==> src/rtl/data_mem_pkg.sv <==
`default_nettype none
// ============================================================================
//  Module      : data_mem_pkg
//  Description : Shared types, defaults and init-pattern helper for data_mem.
//  Revision    : 1.0 - initial release
// ============================================================================
package data_mem_pkg;

    localparam int c_def_data_w = 8;
    localparam int c_def_addr_w = 5;
    localparam int c_def_depth  = 32;

    typedef enum logic [0:0] {
        INIT = 1'b0,
        RUN  = 1'b1
    } state_t;

    // Lower half counts up from 0, upper half counts down from 0 (two's complement).
    function automatic logic [63:0] init_pattern(
        input int unsigned k,
        input int unsigned data_w,
        input int unsigned depth
    );
        logic [63:0] v_half;
        logic [63:0] v_k;
        logic [63:0] v_val;
        v_half = 64'(depth >> 1);
        v_k    = 64'(k);
        if (v_k < v_half) begin
            v_val = v_k;
        end else begin
            v_val = v_half - v_k;
        end
        if (data_w < 64) begin
            v_val = v_val & ((64'd1 << data_w) - 64'd1);
        end
        return v_val;
    endfunction

endpackage
`default_nettype wire

==> src/rtl/data_mem_array.sv <==
`default_nettype none
// ============================================================================
//  Module      : data_mem_array
//  Description : Single-port RAM, synchronous write-first read, DATA_W x DEPTH.
//  Revision    : 1.0 - initial release
// ============================================================================
module data_mem_array #(
    parameter int DATA_W = 8,
    parameter int ADDR_W = 5,
    parameter int DEPTH  = 32
) (
    input  logic              clk,
    input  logic              i_en,
    input  logic              i_we,
    input  logic [ADDR_W-1:0] i_addr,
    input  logic [DATA_W-1:0] i_wdata,
    output logic [DATA_W-1:0] o_rdata
);

    logic [DATA_W-1:0] r_mem [DEPTH];
    logic [DATA_W-1:0] r_rdata;

    always_ff @(posedge clk) begin
        if (i_en) begin
            if (i_we) begin
                r_mem[i_addr] <= i_wdata;
                r_rdata       <= i_wdata;
            end else begin
                r_rdata <= r_mem[i_addr];
            end
        end
    end

    assign o_rdata = r_rdata;

endmodule
`default_nettype wire

==> src/rtl/data_mem_param.sv <==
`default_nettype none
// ============================================================================
//  Module      : data_mem_param
//  Description : Parametrised data memory with valid/ready access, 1-cycle
//                response, range checking and a serial init walker.
//  Revision    : 1.0 - initial release
// ============================================================================
module data_mem_param
    import data_mem_pkg::*;
#(
    parameter int DATA_W = c_def_data_w,
    parameter int ADDR_W = c_def_addr_w,
    parameter int DEPTH  = c_def_depth
) (
    input  logic              clk,
    input  logic              reset,
    input  logic              init_req,
    input  logic              req_valid,
    output logic              req_ready,
    input  logic              req_write,
    input  logic [ADDR_W-1:0] req_addr,
    input  logic [DATA_W-1:0] req_wdata,
    output logic              rsp_valid,
    output logic [DATA_W-1:0] rsp_rdata,
    output logic              rsp_err,
    output logic              init_busy
);

    localparam int              c_cnt_w = ADDR_W + 1;
    localparam logic [ADDR_W:0] c_depth = c_cnt_w'(DEPTH);
    localparam logic [ADDR_W:0] c_last  = c_cnt_w'(DEPTH - 1);

    state_t            r_state;
    state_t            w_state_next;
    logic [ADDR_W:0]   r_walk;
    logic              r_ready;
    logic              r_busy;
    logic              r_rsp_valid;
    logic              r_rsp_err;
    logic              r_rsp_data;

    logic              w_accept;
    logic              w_in_range;
    logic              w_ram_en;
    logic              w_ram_we;
    logic [ADDR_W-1:0] w_ram_addr;
    logic [DATA_W-1:0] w_ram_wdata;
    logic [DATA_W-1:0] w_ram_rdata;
    logic [DATA_W-1:0] w_pattern;

    assign w_in_range = ({1'b0, req_addr} < c_depth);
    assign w_accept   = req_valid & r_ready;
    assign w_pattern  = DATA_W'(init_pattern(32'(r_walk), 32'(DATA_W), 32'(DEPTH)));

    always_comb begin
        w_state_next = r_state;
        case (r_state)
            INIT:    if (r_walk == c_last) w_state_next = RUN;
            RUN:     if (init_req)         w_state_next = INIT;
            default: w_state_next = INIT;
        endcase
    end

    // The walker owns the single RAM port for the whole of INIT.
    always_comb begin
        w_ram_en    = 1'b0;
        w_ram_we    = 1'b0;
        w_ram_addr  = req_addr;
        w_ram_wdata = req_wdata;
        if (!reset) begin
            if (r_state == INIT) begin
                w_ram_en    = 1'b1;
                w_ram_we    = 1'b1;
                w_ram_addr  = r_walk[ADDR_W-1:0];
                w_ram_wdata = w_pattern;
            end else if (w_accept && w_in_range) begin
                w_ram_en = 1'b1;
                w_ram_we = req_write;
            end
        end
    end

    always_ff @(posedge clk) begin
        if (reset) begin
            r_state <= INIT;
            r_walk  <= '0;
            r_ready <= 1'b0;
            r_busy  <= 1'b1;
        end else begin
            r_state <= w_state_next;
            r_ready <= (w_state_next == RUN);
            r_busy  <= (w_state_next == INIT);
            if ((r_state == INIT) && (w_state_next == INIT)) begin
                r_walk <= r_walk + 1'b1;
            end else begin
                r_walk <= '0;
            end
        end
    end

    always_ff @(posedge clk) begin
        if (reset) begin
            r_rsp_valid <= 1'b0;
            r_rsp_err   <= 1'b0;
            r_rsp_data  <= 1'b0;
        end else begin
            r_rsp_valid <= w_accept;
            r_rsp_err   <= w_accept & ~w_in_range;
            r_rsp_data  <= w_accept & w_in_range;
        end
    end

    data_mem_array #(
        .DATA_W (DATA_W),
        .ADDR_W (ADDR_W),
        .DEPTH  (DEPTH)
    ) u_array (
        .clk     (clk),
        .i_en    (w_ram_en),
        .i_we    (w_ram_we),
        .i_addr  (w_ram_addr),
        .i_wdata (w_ram_wdata),
        .o_rdata (w_ram_rdata)
    );

    assign req_ready = r_ready;
    assign init_busy = r_busy;
    assign rsp_valid = r_rsp_valid;
    assign rsp_err   = r_rsp_err;
    assign rsp_rdata = r_rsp_data ? w_ram_rdata : '0;

endmodule
`default_nettype wire

==> config.mk <==
export PLATFORM = sky130hd
export DESIGN_NAME = data_mem_param
export DESIGN_NICKNAME = d
export VERILOG_FILES = /design/src/rtl/data_mem_pkg.sv /design/src/rtl/data_mem_array.sv /design/src/rtl/data_mem_param.sv
export SDC_FILE = /design/constraint.sdc
export NUM_CORES = 1
export LEC_CHECK = 0
export ABC_AREA = 1
export BUFFER_PORTS_ARGS = -buffer_cell sky130_fd_sc_hd__clkbuf_2
export CORE_MARGIN = 2
export CORE_UTILIZATION = 25
export DETAILED_ROUTE_END_ITERATION = 10
export GPL_ROUTABILITY_DRIVEN = 0
export HOLD_SLACK_MARGIN = 0.05
export SLEW_MARGIN = 20
export SYNTH_ARGS = -nofsm -noshare
export SYNTH_HDL_FRONTEND = slang
export SYNTH_HIERARCHICAL = 1
export SYNTH_SLANG_ARGS = --single-unit
==> constraint.sdc <==
create_clock -name clk -period 2.6 [get_ports clk]
set_input_delay 0.39 -clock clk [delete_from_list [all_inputs] [get_ports clk]]
set_output_delay 0.39 -clock clk [all_outputs]
set_load 0.05 [all_outputs]
== Yosys cells after proc, flatten, opt, wreduce, memory -nomap -nowiden ==
Memory sizes are Yosys's and may differ from the RTL's. A register that Yosys moved wholly into a read port is not among the register bits.
Index checks and enable logic that the tools add are counted.

* Register bits after elaboration: 9
* Bits in latches: 0
* RAM bits: 256
* ROM bits: 0
* Output and inout port bits: 12
* Logic and storage cells: 33
* Memories: 1

{| class="wikitable"
|+ Memories
! name !! words !! width !! read ports !! clocked after memory_dff !! write ports !! RTL line !! source
|-
| u_array.r_mem || 32 || 8 || 1 || 1 || 1 || data_mem_array.sv:20 || <nowiki>logic [DATA_W-1:0] r_mem [DEPTH];</nowiki>
|}

* Add/subtract/negate cells: 2
* Multiply operators: 0
* Divide/modulo/power cells: 0
* $lt $le $gt $ge: 1
* Equality and inequality tests: 1
* Shift operators: 0
* Multiplexer cells: 18
* Bitwise gates (word level): 4
* Reductions and logical operators: 2

{| class="wikitable"
|+ Operator list
! operator !! number
|-
| 2-to-1 mux 8 bit || 4
|-
| 2-to-1 mux 1 bit || 11
|-
| 2-to-1 mux 5 bit || 2
|-
| subtractor 5 x 6 -> 7 bit, first input constant || 1
|-
| adder 6 x 1 -> 6 bit, second input constant || 1
|-
| equality test 6 x 5 -> 1 bit, second input constant || 1
|-
| less-than comparator 6 x 5 -> 1 bit, second input constant || 1
|-
| NOT 1 bit || 3
|-
| one-hot mux 1 bit (2 select lines) || 1
|-
| OR reduction 2 bit || 1
|-
| AND 1 bit || 1
|-
| logical AND 1 bit || 1
|}

== Longest topological paths before layout ==
Gate-level depths: netlist of run 1.

* Depth after elaboration: 7
* Gate-level depth with buffers: 19
* Gate-level depth less buffers: 15

== By module ==
Netlist of run 1, hierarchy kept.

{| class="wikitable"
|+ By module, submodules not included
! module !! times used !! cells each !! area an instance (um2) !! sequential area each (um2)
|-
| data_mem_array || 1 || 1059 || 11123.2 || 7927.6
|-
| data_mem_param || 1 || 129 || 744.5 || 180.2
|}

== Worst setup path before layout of run 1 ==
No wires, ideal clock.

* Path kind: register -> register
* Start: register r_ready (netlist: req_ready)
* End: memory u_array.r_mem[10][0] (enable)
* Setup time: 0.370 ns
* Arrival time: 2.382 ns
* Data required time: 2.230 ns
* Setup slack: -0.152 ns
* Cell stages (with the launch flop): 10
* Clock period less this slack: 2.752 ns
* Cell sequence: dfxtp_1 > nor2_4 > inv_1 > buf_2 > o21ai_0 > inv_2 > nor2_4 > buf_2 > nand2_1 > nor2_1

{| class="wikitable"
|+ RTL lines
! element !! RTL line !! source
|-
| start: declaration || data_mem_param.sv:36 || <nowiki>logic r_ready;</nowiki>
|-
| start signal: assignment || data_mem_param.sv:91 || <nowiki>r_ready <= (w_state_next == RUN);</nowiki>
|-
| 2-to-1 mux 5 bit (2 in a row) || -- ||
|-
| via w_ram_addr[1] || data_mem_param.sv:46 || <nowiki>logic [ADDR_W-1:0] w_ram_addr;</nowiki>
|-
| end: declaration || data_mem_array.sv:20 ||
|}

The timed path passes the listed nets, and every way through them passes these cells.

== Worst setup path after layout of run 1 ==
* Start: register r_ready (netlist: req_ready)
* End: memory u_array.r_mem[7][1] (enable)

The elaborated chain is that of the path after synthesis.

==> impl_metrics.tcl, run 1 <==
set metrics [dict create \
    die-area_um2 49230 \
    drt-total-wl_um 28010 \
    fmax_mhz 407.6 \
    worstRegToRegCells 10 \
    area_growth_pct 18.71 \
    cellPowerDensity_nw_per_um2 684.1 \
    internal_power_mw 7.383 \
    dpl.hpwl_um 18320 \
    maxSlewViolCount 0 \
    worstPathArrival_ns 2.65 \
    yosys_warnings 6 \
    dr.first_iter.drc_count 708 \
    antenna_found_initial 0 \
    synth_cells 1188 \
    fill_cells 4777 \
    fin_tns_setup_ns 0 \
    core_area_um2 46650 \
    synth.mux.area_fraction_pct 0.08434 \
    grt_busiest_layer "met2" \
    max-vdd-ir-drop_uv 537.1 \
    holdCritStartpoint "req_valid" \
    min_path_type "input pin to flop" \
    grt_util_met3_pct 1.829 \
    start_util_pct 25.44 \
    setup_viol_count_final 0 \
    vias_per_cell 4.262 \
    power_frac_seq_pct 51.0 \
    cts_tree "done" \
    fin_area_um2 14090 \
    synth_top_family_by_area "simple AND/OR/NAND/NOR gates" \
    synth_area_per_cell_um2 9.990 \
    cp_common_cell "buf_4" \
    die_h_um 221.9 \
    r2r_slack_ns 0.15 \
    cp_cell_sequence "nor2_4 > clkinvlp_4 > buf_4 > o21ai_4 > buf_4 > nand2_1 > inv_2 > nand2_1 > buf_4 > nor2_2" \
    timing.rr.start "req_ready$_SDFF_PP0_" \
    power_frac_clock_pct 39.6 \
    synth-adder-area-share_pct 0.2109 \
    cp-start-kind "flop" \
    root_buffer "clkbuf_16" \
    row_count 79 \
    synth_compound_area_share_pct 0.7696 \
    switching_power_mw 2.255 \
    post-route-min-period_ns 2.454 \
    num_antenna_cells 0 \
    min_path_cells 3 \
    grt_pass1_wl_um 43990 \
    final-hold-violation-count 0 \
    synth_simple_gate_area_share_pct 26.61 \
    synthXorXnorAreaFrac_pct 0 \
    met2_usage_pct 18.36 \
    place_area_um2 13200 \
    drc 0 \
    die_x_um 221.9 \
    critPathKind "flop to flop" \
    htreeDepth 1 \
    rsz0062_at_grt "false" \
    final_cell_mix "nand2_1 (675), edfxtp_1 (264), buf_4 (68)" \
    postRouteAntennaNets 0 \
    layout.nets 1294 \
    skew_ns 0.01625 \
    worstPathMaxFanout 11 \
    critPathMaxStageDelay_ns 0.36 \
    via_count 8103 \
    synth_nets 1208 \
    dr.pass1.iters 5 \
    cts_buffer_depth 3 \
    cts_made_buffers 28 \
    switching_share_pct 23.40 \
    holdPathEnd "r_rsp_data$_SDFF_PP0_" \
    numPortBuffers 28 \
    track_usage_pct 11.31 \
    min_period_over_period_pct 94.37 \
    crit_slowest_cell "nor2_2" \
    synth-seq-area-share_pct 68.32 \
    holdBufCountCts 0 \
    cap_violations 0 \
    wire_per_inst_um 14.73 \
    grt_overflow 0 \
    clkSlewWorstSetupHoldPaths_ns 0.06 \
    combPwrFrac_pct 9.4 \
    leakage_nw 5.821 \
    path_buf_inv 5 \
    final_common_cell "nand2_1" \
    io_pins 30 \
    cts.sinks 273 \
    crit_path_end_kind "flop" \
    clk_latency_ns 0.55 \
    reg2reg_to "u_array/r_mem[7][1]$_DFFE_PP_" \
    crit_family "buffers and inverters" \
    status "finished clean" \
    cp.required_ns 2.79 \
    grt_max_degree 63 \
    netlist_area_um2 11870 \
    synth-seq-cells 273 \
    grt_pass1_vias 7852 \
    drive_gt1_share_pct 15.07 \
    met1_usage_pct 15.56 \
    ys_types 29 \
]
==> repair_timing <==
action,CTS,global route
buffers inserted,0,1
setup endpoints to repair,0,33
resized for setup,0,3
==> power groups by stage <==
stage,Sequential (mW),Clock (mW),Combinational (mW)
global route,4.91,4.05,1.02
finish,4.91,3.82,0.909
floorplan,5.00,0,0.563
CTS,4.91,3.90,0.909
detailed placement,5.01,0,0.906
global placement,5.00,0,0.901
==> Yosys cell counts <==
| library cell | instances | area (um^2) |
|---|---|---|
| dfxtp_1 | 9 | 180.2 |
| buf_2 | 27 | 135.1 |
| mux2i_1 | 1 | 10.01 |
| nand3_1 | 31 | 155.2 |
| nand2_4 | 2 | 22.52 |
| a21oi_1 | 4 | 20.02 |
| nor2_1 | 59 | 221.5 |
| nand4_1 | 2 | 12.51 |
| o21ai_0 | 10 | 50.05 |
| nor4_1 | 1 | 6.260 |
| conb_1 | 1 | 3.750 |
| inv_2 | 4 | 15.01 |
| nand2_2 | 3 | 18.77 |
| nor2_2 | 1 | 6.260 |
| buf_6 | 5 | 56.30 |
| nor3_2 | 9 | 90.09 |
| nor3_1 | 2 | 10.01 |
| nand2_1 | 676 | 2537 |
| buf_4 | 8 | 60.06 |
| nor2_4 | 3 | 33.78 |
| inv_1 | 46 | 172.7 |
| or2_2 | 7 | 43.79 |
| o21ai_2 | 1 | 8.760 |
| buf_1 | 2 | 7.510 |
| ha_1 | 2 | 25.02 |
| clkbuf_1 | 5 | 18.77 |
| edfxtp_1 | 264 | 7928 |
| a31oi_1 | 2 | 12.51 |
| inv_4 | 1 | 6.260 |
==> stage by stage <==
stage | instances | utilization, % | power, mW | setup slack [ns] | hold slack (ns)
after global routing | 1901 | 30.20 | 9.985 | 0.008044 | 0.06726
final | 1901 | 30.20 | 9.638 | 0.1464 | 0.07016
after detailed placement | 1850 | 28.28 | 5.911 | 0.01063 | 0.4815
after global placement | 1850 | 28.28 | 5.906 | 0.03325 | 0.4856
after CTS | 1900 | 30.15 | 9.717 | 0.1375 | 0.05764
after floorplan | 1188 | - | 5.565 | 0.02468 | 0.4731
==> layer usage <==
metal  vias up  wire length (um)
met3        48              1651
met2       211             12920
li1       4004                 -
met5         -                 0
met1      3840             12680
met4         0               762
==> worst max path at each step <==
stage | startpoint | end | slack, ns | cells past startpoint
floorplan | req_ready$_SDFF_PP0_ | u_array/r_mem[10][0]$_DFFE_PP_ | 0.02 | 9
global placement | reset | u_array/r_mem[1][1]$_DFFE_PP_ | 0.03 | 11
detailed placement | reset | u_array/r_mem[3][3]$_DFFE_PP_ | 0.01 | 11
CTS | req_ready$_SDFF_PP0_ | u_array/r_mem[3][1]$_DFFE_PP_ | 0.14 | 10
global route | req_ready$_SDFF_PP0_ | u_array/r_mem[31][4]$_DFFE_PP_ | 0.008 | 10
finish | req_ready$_SDFF_PP0_ | u_array/r_mem[7][1]$_DFFE_PP_ | 0.15 | 10
==> layout make-up <==
type | count | area (um^2) | area share [%]
sequential | 273 | 8109 | 57.56
tap | 607 | 759.5 | 5.391
inverter | 51 | 197.7 | 1.403
clock buffer | 40 | 797.0 | 5.657
timing repair buffer | 103 | 798.3 | 5.666
clock inverter | 10 | 72.57 | 0.5151
multi-input combinational | 817 | 3354 | 23.81
==> logic make-up after synthesis <==
family,Yosys count
flip-flops,273
AND/OR/NAND/NOR,796
other,1
AO/OA/AOI/OAI,17
buffers and inverters,98
adder cells (fa/ha/maj),2
multiplexers,1
==> registers in the layout, indices dropped and copies added (netlist names) <==
register and flops:
u_array/o_rdata 8, u_array/r_mem 256, r_rsp_data 1, r_walk 6, req_ready 1, init_busy 1
==> worst min-delay path: stages <==
cell,delay (ns)
clkbuf_2,0.09
nand2_1,0.06
nor2_1,0.04
(Power assumes the default switching activity.)
==> run 2, diff against run 1 <==
--- a/config.mk
+++ b/config.mk
@@ -12,7 +12,7 @@
 export DETAILED_ROUTE_END_ITERATION = 10
 export GPL_ROUTABILITY_DRIVEN = 0
 export HOLD_SLACK_MARGIN = 0.05
-export SLEW_MARGIN = 20
+export SLEW_MARGIN = 30
 export SYNTH_ARGS = -nofsm -noshare
 export SYNTH_HDL_FRONTEND = slang
 export SYNTH_HIERARCHICAL = 1
==> constraint.sdc (replaced) <==
create_clock -name clk -period 2.6 [get_ports clk]
set_input_delay 0.39 -clock clk [delete_from_list [all_inputs] [get_ports clk]]
set_output_delay 0.39 -clock clk [all_outputs]
set_load 0.1 [all_outputs]
==> impl_metrics.tcl, run 2 (synthesis gave the netlist of run 1 again) <==
set metrics [dict create \
    numPortBuffers 28 \
    area_growth_pct 18.49 \
    startpoint "req_ready$_SDFF_PP0_" \
    dr.first_iter.drc_count 600 \
    critPathMaxStageDelay_ns 0.40 \
    postRouteAntennaNets 0 \
    cp_common_cell "nand2_1" \
    worstPathArrival_ns 2.72 \
    holdPathEnd "init_busy$_SDFF_PP1_" \
    die-area_um2 49230 \
    cts_tree "done" \
    worstPathMaxFanout 17 \
    layout.cells.non_filler 1907 \
    grt_util_met3_pct 1.763 \
    layout.nets 1299 \
    worstRegToRegCells 8 \
    largest_reg_flops 256 \
    fill_cells 4833 \
    critPathKind "flop to flop" \
    num_antenna_cells 0 \
    final_common_cell "nand2_1" \
    post-route-min-period_ns 2.468 \
    dpl.hpwl_um 18590 \
    holdCritStartpoint "init_req" \
    crit_path_end_kind "flop" \
    drive_gt1_share_pct 14.46 \
    met2_usage_pct 18.05 \
    max_slew_margin_pct 63.93 \
    antenna_found_initial 0 \
    min_path_type "input pin to flop" \
    maxSlewViolCount 0 \
    via_count 8176 \
    root_buffer "clkbuf_16" \
    postLayoutSetupSlackWorst_ns 0.1323 \
    final_cell_mix "nand2_1 (675), edfxtp_1 (264), buf_4 (73)" \
    cp.required_ns 2.85 \
    cp-start-kind "flop" \
    grt_pass1_wl_um 43860 \
    row_count 79 \
    vias_per_cell 4.287 \
    timing.rr.start "req_ready$_SDFF_PP0_" \
    core_area_um2 46650 \
    r2r_slack_ns 0.13 \
    skew_ns 0.01023 \
    dr.pass1.iters 4 \
    track_usage_pct 11.26 \
    cap_violations 0 \
    crit_family "simple AND/OR/NAND/NOR gates" \
    setup_viol_count_final 0 \
    grt_overflow 0 \
    placed_cells 1853 \
    path_buf_inv 3 \
    htreeDepth 1 \
    cts_made_buffers 29 \
    io_pins 30 \
    dp_slack_ns 0.005694 \
    drt-total-wl_um 28170 \
    grt_busiest_layer "met2" \
    wire_per_inst_um 14.77 \
    status "finished clean" \
    cts.sinks 273 \
    crit_slowest_cell "nand2_1" \
    clkSlewWorstSetupHoldPaths_ns 0.06 \
    grt_pass1_vias 7776 \
    cp_cell_sequence "nor2_4 > clkinvlp_4 > o21ai_4 > nand2_1 > inv_2 > nand2_1 > nor2_1 > buf_4" \
    max-vdd-ir-drop_uv 408.4 \
    fmax_mhz 405.2 \
    grt_max_degree 61 \
    leakage_nw 5.828 \
    p_total_mw 9.560 \
    worst_pin_slew_ns 0.5433 \
    min_path_cells 3 \
    final-hold-violation-count 0 \
    met1_usage_pct 15.73 \
    start_util_pct 25.44 \
    die_h_um 221.9 \
    clk_latency_ns 0.55 \
    die_x_um 221.9 \
    drc 0 \
    cts_buffer_depth 3 \
    regMostFlops "u_array/r_mem" \
    cellPowerDensity_nw_per_um2 679.8 \
    min_period_over_period_pct 94.91 \
    reg2reg_to "u_array/r_mem[27][2]$_DFFE_PP_" \
]
[run 2: cell types whose count changed in the layout (fill, tap and decap cells not counted), sizes merged]
cell / before / now
clkinv: 9 / 15
inv: 50 / 52
clkbuf: 68 / 62
buf: 75 / 78
clkinvlp: 1 / 2
[run 2: metal layers]
| metal | routed length, um | part of all wire (%) |
|---|---|---|
| met5 | 0 | 0 |
| met4 | 662 | 2.3 |
| met3 | 1463 | 5.2 |
| met2 | 12920 | 46 |
| met1 | 13130 | 47 |
[run 2: tightest hold or removal path, cell delays in order]
cell and delay (ns):
clkbuf_2 0.07, mux2i_1 0.06, nand2_1 0.08
[run 2: layout make-up]
cell class | instances | area, um^2 | share of cell area, %
clock buffer | 34 | 744.5 | 5.294
clock inverter | 18 | 112.6 | 0.8008
inverter | 51 | 200.2 | 1.424
multi-input combinational | 817 | 3341 | 23.76
sequential | 273 | 8112 | 57.68
tap | 607 | 759.5 | 5.401
timing repair buffer | 106 | 788.3 | 5.605
timing repair inverter | 1 | 5.005 | 0.03559
[run 2: worst max path at each step]
stage / to / slack, ns / cells after the start
6_report: u_array/r_mem[27][2]$_DFFE_PP_ / 0.13 / 8
5_1_grt: u_array/r_mem[14][2]$_DFFE_PP_ / -0.00009 / 8
4_1_cts: u_array/o_rdata[3]$_DFFE_PP_ / 0.16 / 16
3_5_place_dp: u_array/o_rdata[3]$_DFFE_PP_ / 0.006 / 17
3_3_place_gp: u_array/o_rdata[3]$_DFFE_PP_ / 0.05 / 17
2_1_floorplan: u_array/r_mem[11][0]$_DFFE_PP_ / -0.04 / 9
[run 2: stage by stage]
step / utilization, % / TNS [ns] / cell area, um^2 / hold slack [ns]
detailed placement: 28.24 / 0 / 13180 / 0.4992
global route: 30.14 / -0.00009992 / 14060 / 0.09065
finish: 30.14 / 0 / 14060 / 0.09363
floorplan: - / -2.805 / 11890 / 0.4731
global placement: 28.24 / 0 / 13180 / 0.4951
CTS: 30.08 / 0 / 14030 / 0.07511
[run 2: repair_timing]
| action | CTS | global route |
|---|---|---|
| gates resized for setup | 0 | 4 |
| setup buffers | 0 | 1 |
| setup endpoints to repair | 0 | 35 |
| hold buffers | 0 | 0 |
[run 2: report_power, final]
part	switching, mW	total, mW	internal [mW]
Combinational	0.629	0.895	0.266
Sequential	0.0190	4.91	4.89
Clock	1.62	3.75	2.13
==> run 3, diff against run 2 <==
--- a/config.mk
+++ b/config.mk
@@ -7,10 +7,12 @@
 export LEC_CHECK = 0
 export ABC_AREA = 1
 export BUFFER_PORTS_ARGS = -buffer_cell sky130_fd_sc_hd__clkbuf_2
+export CAP_MARGIN = 20
 export CORE_MARGIN = 2
 export CORE_UTILIZATION = 25
 export DETAILED_ROUTE_END_ITERATION = 10
 export GPL_ROUTABILITY_DRIVEN = 0
+export GPL_TIMING_DRIVEN = 1
 export HOLD_SLACK_MARGIN = 0.05
 export SLEW_MARGIN = 30
 export SYNTH_ARGS = -nofsm -noshare
==> constraint.sdc (replaced) <==
create_clock -name clk -period 2.6 [get_ports clk]
set_input_delay 0.13 -clock clk [delete_from_list [all_inputs] [get_ports clk]]
set_output_delay 0.13 -clock clk [all_outputs]
set_load 0.1 [all_outputs]
==> impl_metrics.tcl, run 3 (synthesis gave the netlist of run 1 again) <==
set metrics [dict create \
    grt_pass1_wl_um 44470 \
    root_buffer "clkbuf_16" \
    die_h_um 221.9 \
    p_total_mw 9.989 \
    leakage_nw 5.911 \
    die_x_um 221.9 \
    path_buf_inv 6 \
    drc 0 \
    via_count 8244 \
    max-vdd-ir-drop_uv 412.3 \
    start_util_pct 25.44 \
    postRouteAntennaNets 0 \
    fin_area_um2 14260 \
    dp_slack_ns 0.1133 \
    combPwrFrac_pct 9.3 \
    critPathMaxStageDelay_ns 0.36 \
    min_path_cells 5 \
    final-hold-violation-count 0 \
    crit_path_end_kind "flop" \
    crit_slowest_cell "dfxtp_4" \
    max_slew_margin_pct 63.94 \
    internal_power_mw 7.706 \
    cts.sinks 273 \
    area_growth_pct 20.13 \
    cp.depth 11 \
    track_usage_pct 11.42 \
    drive_gt1_share_pct 15.01 \
    core_area_um2 46650 \
    htreeDepth 1 \
    worst_pin_slew_ns 0.5432 \
    switching_share_pct 22.85 \
    power_frac_seq_pct 49.2 \
    setup_viol_count_final 0 \
    dr.pass1.iters 5 \
    status "finished clean" \
    die-area_um2 49230 \
    drt-total-wl_um 28700 \
    grt_overflow 0 \
    largest_reg_flops 256 \
    layout.nets 1304 \
    io_pins 30 \
    final_common_cell "nand2_1" \
    final_cell_mix "nand2_1 (674), edfxtp_1 (264), buf_4 (72)" \
    worstPathMaxFanout 22 \
    antenna_found_initial 0 \
    cp-start-kind "flop" \
    cellPowerDensity_nw_per_um2 700.7 \
    cts_tree "done" \
    cap_violations 0 \
    post-route-min-period_ns 2.500 \
    critPathKind "flop to flop" \
    maxSlewViolCount 0 \
    clk_latency_ns 0.54 \
    grt_max_degree 61 \
    dpl.hpwl_um 18260 \
    dr.first_iter.drc_count 518 \
    min_path_type "input pin to flop" \
    numPortBuffers 28 \
    fmax_mhz 400.0 \
    switching_power_mw 2.283 \
    clkSlewWorstSetupHoldPaths_ns 0.06 \
    power_frac_clock_pct 41.5 \
    post-route-util_pct 30.56 \
    rsz0062_at_grt "true" \
    cts_made_buffers 29 \
    cp_cell_sequence "nor2_4 > clkinvlp_4 > buf_4 > nand2_1 > o21ai_4 > inv_2 > buf_6 > nand3_1 > buf_4 > nor2_1 > buf_4" \
    row_count 79 \
    worstPathArrival_ns 2.74 \
    min_period_over_period_pct 96.15 \
    wire_per_inst_um 15.00 \
    grt_pass1_vias 8088 \
    skew_ns 0.01944 \
    place_area_um2 13140 \
    num_antenna_cells 0 \
    cp.required_ns 2.84 \
    vias_per_cell 4.309 \
    whs_ns 0.09021 \
    cp_common_cell "buf_4" \
    cts_buffer_depth 3 \
    crit_family "buffers and inverters" \
    worstRegToRegCells 11 \
    postLayoutSetupSlackWorst_ns 0.1001 \
    regMostFlops "u_array/r_mem" \
]
[run 3: cell types whose count changed in the layout (fill, tap and decap cells not counted), moves of 2 or more]
cell	before	now
buf_6	0	2
bufinv_16	1	5
clkinv_1	10	5
dlygate4sd3_1	0	4
inv_6	2	0
[run 3: metal layers]
layer  up-vias  share of wire [%]  wire [um]  global-route usage [%]
met5         -                  0          0                       0
met4         0                3.1        890                   3.684
met3        50                6.3       1812                   2.107
met2       239                 46      13240                   18.56
met1      3926                 44      12750                   15.41
li1       4029                  -          -                       -
[run 3: metrics by stage]
step	std cells	setup TNS (ns)
detailed placement	1848	0
finish	1913	0
global route	1913	-1.750
CTS	1905	0
floorplan	1188	-2.805
global placement	1848	0
[run 3: final cells by class]
cell class,count,area [um^2]
clock buffer,35,748.2
clock inverter,18,215.2
fill,4799,32400
inverter,51,197.7
multi-input combinational,817,3348
sequential,273,8112
tap,607,759.5
timing repair buffer,112,875.8
[run 3: what timing repair did]
item / 4_1_cts / 5_1_grt
hold endpoints to repair: 3 / 0
gates resized for setup: 0 / 8
hold buffers: 4 / 0
buffers inserted: 0 / 7
endpoints found under the setup margin: 0 / 94
[run 3: worst min-delay path, stage by stage]
cell	delay, ns
clkbuf_2	0.13
nor2_4	0.05
buf_4	0.16
o21ai_0	0.07
a21oi_1	0.04
[run 3: power groups by stage]
| stage | logic, mW | registers (mW) | clock network, mW |
|---|---|---|---|
| global route | 1.03 | 4.92 | 4.40 |
| finish | 0.931 | 4.91 | 4.15 |
| detailed placement | 0.894 | 5.01 | 0 |
| floorplan | 0.564 | 5.00 | 0 |
| global placement | 0.890 | 5.01 | 0 |
| CTS | 0.900 | 4.91 | 4.23 |
[run 3: path summary, 6_finish.rpt]
check,start,to,slack (ns)
min,reset,r_walk[4]$_SDFF_PP0_,0.09
max,req_ready$_SDFF_PP0_,u_array/r_mem[20][5]$_DFFE_PP_,0.10
max reg2reg,req_ready$_SDFF_PP0_,u_array/r_mem[20][5]$_DFFE_PP_,0.10
min reg2reg,r_walk[0]$_SDFF_PP0_,r_walk[0]$_SDFF_PP0_,0.54
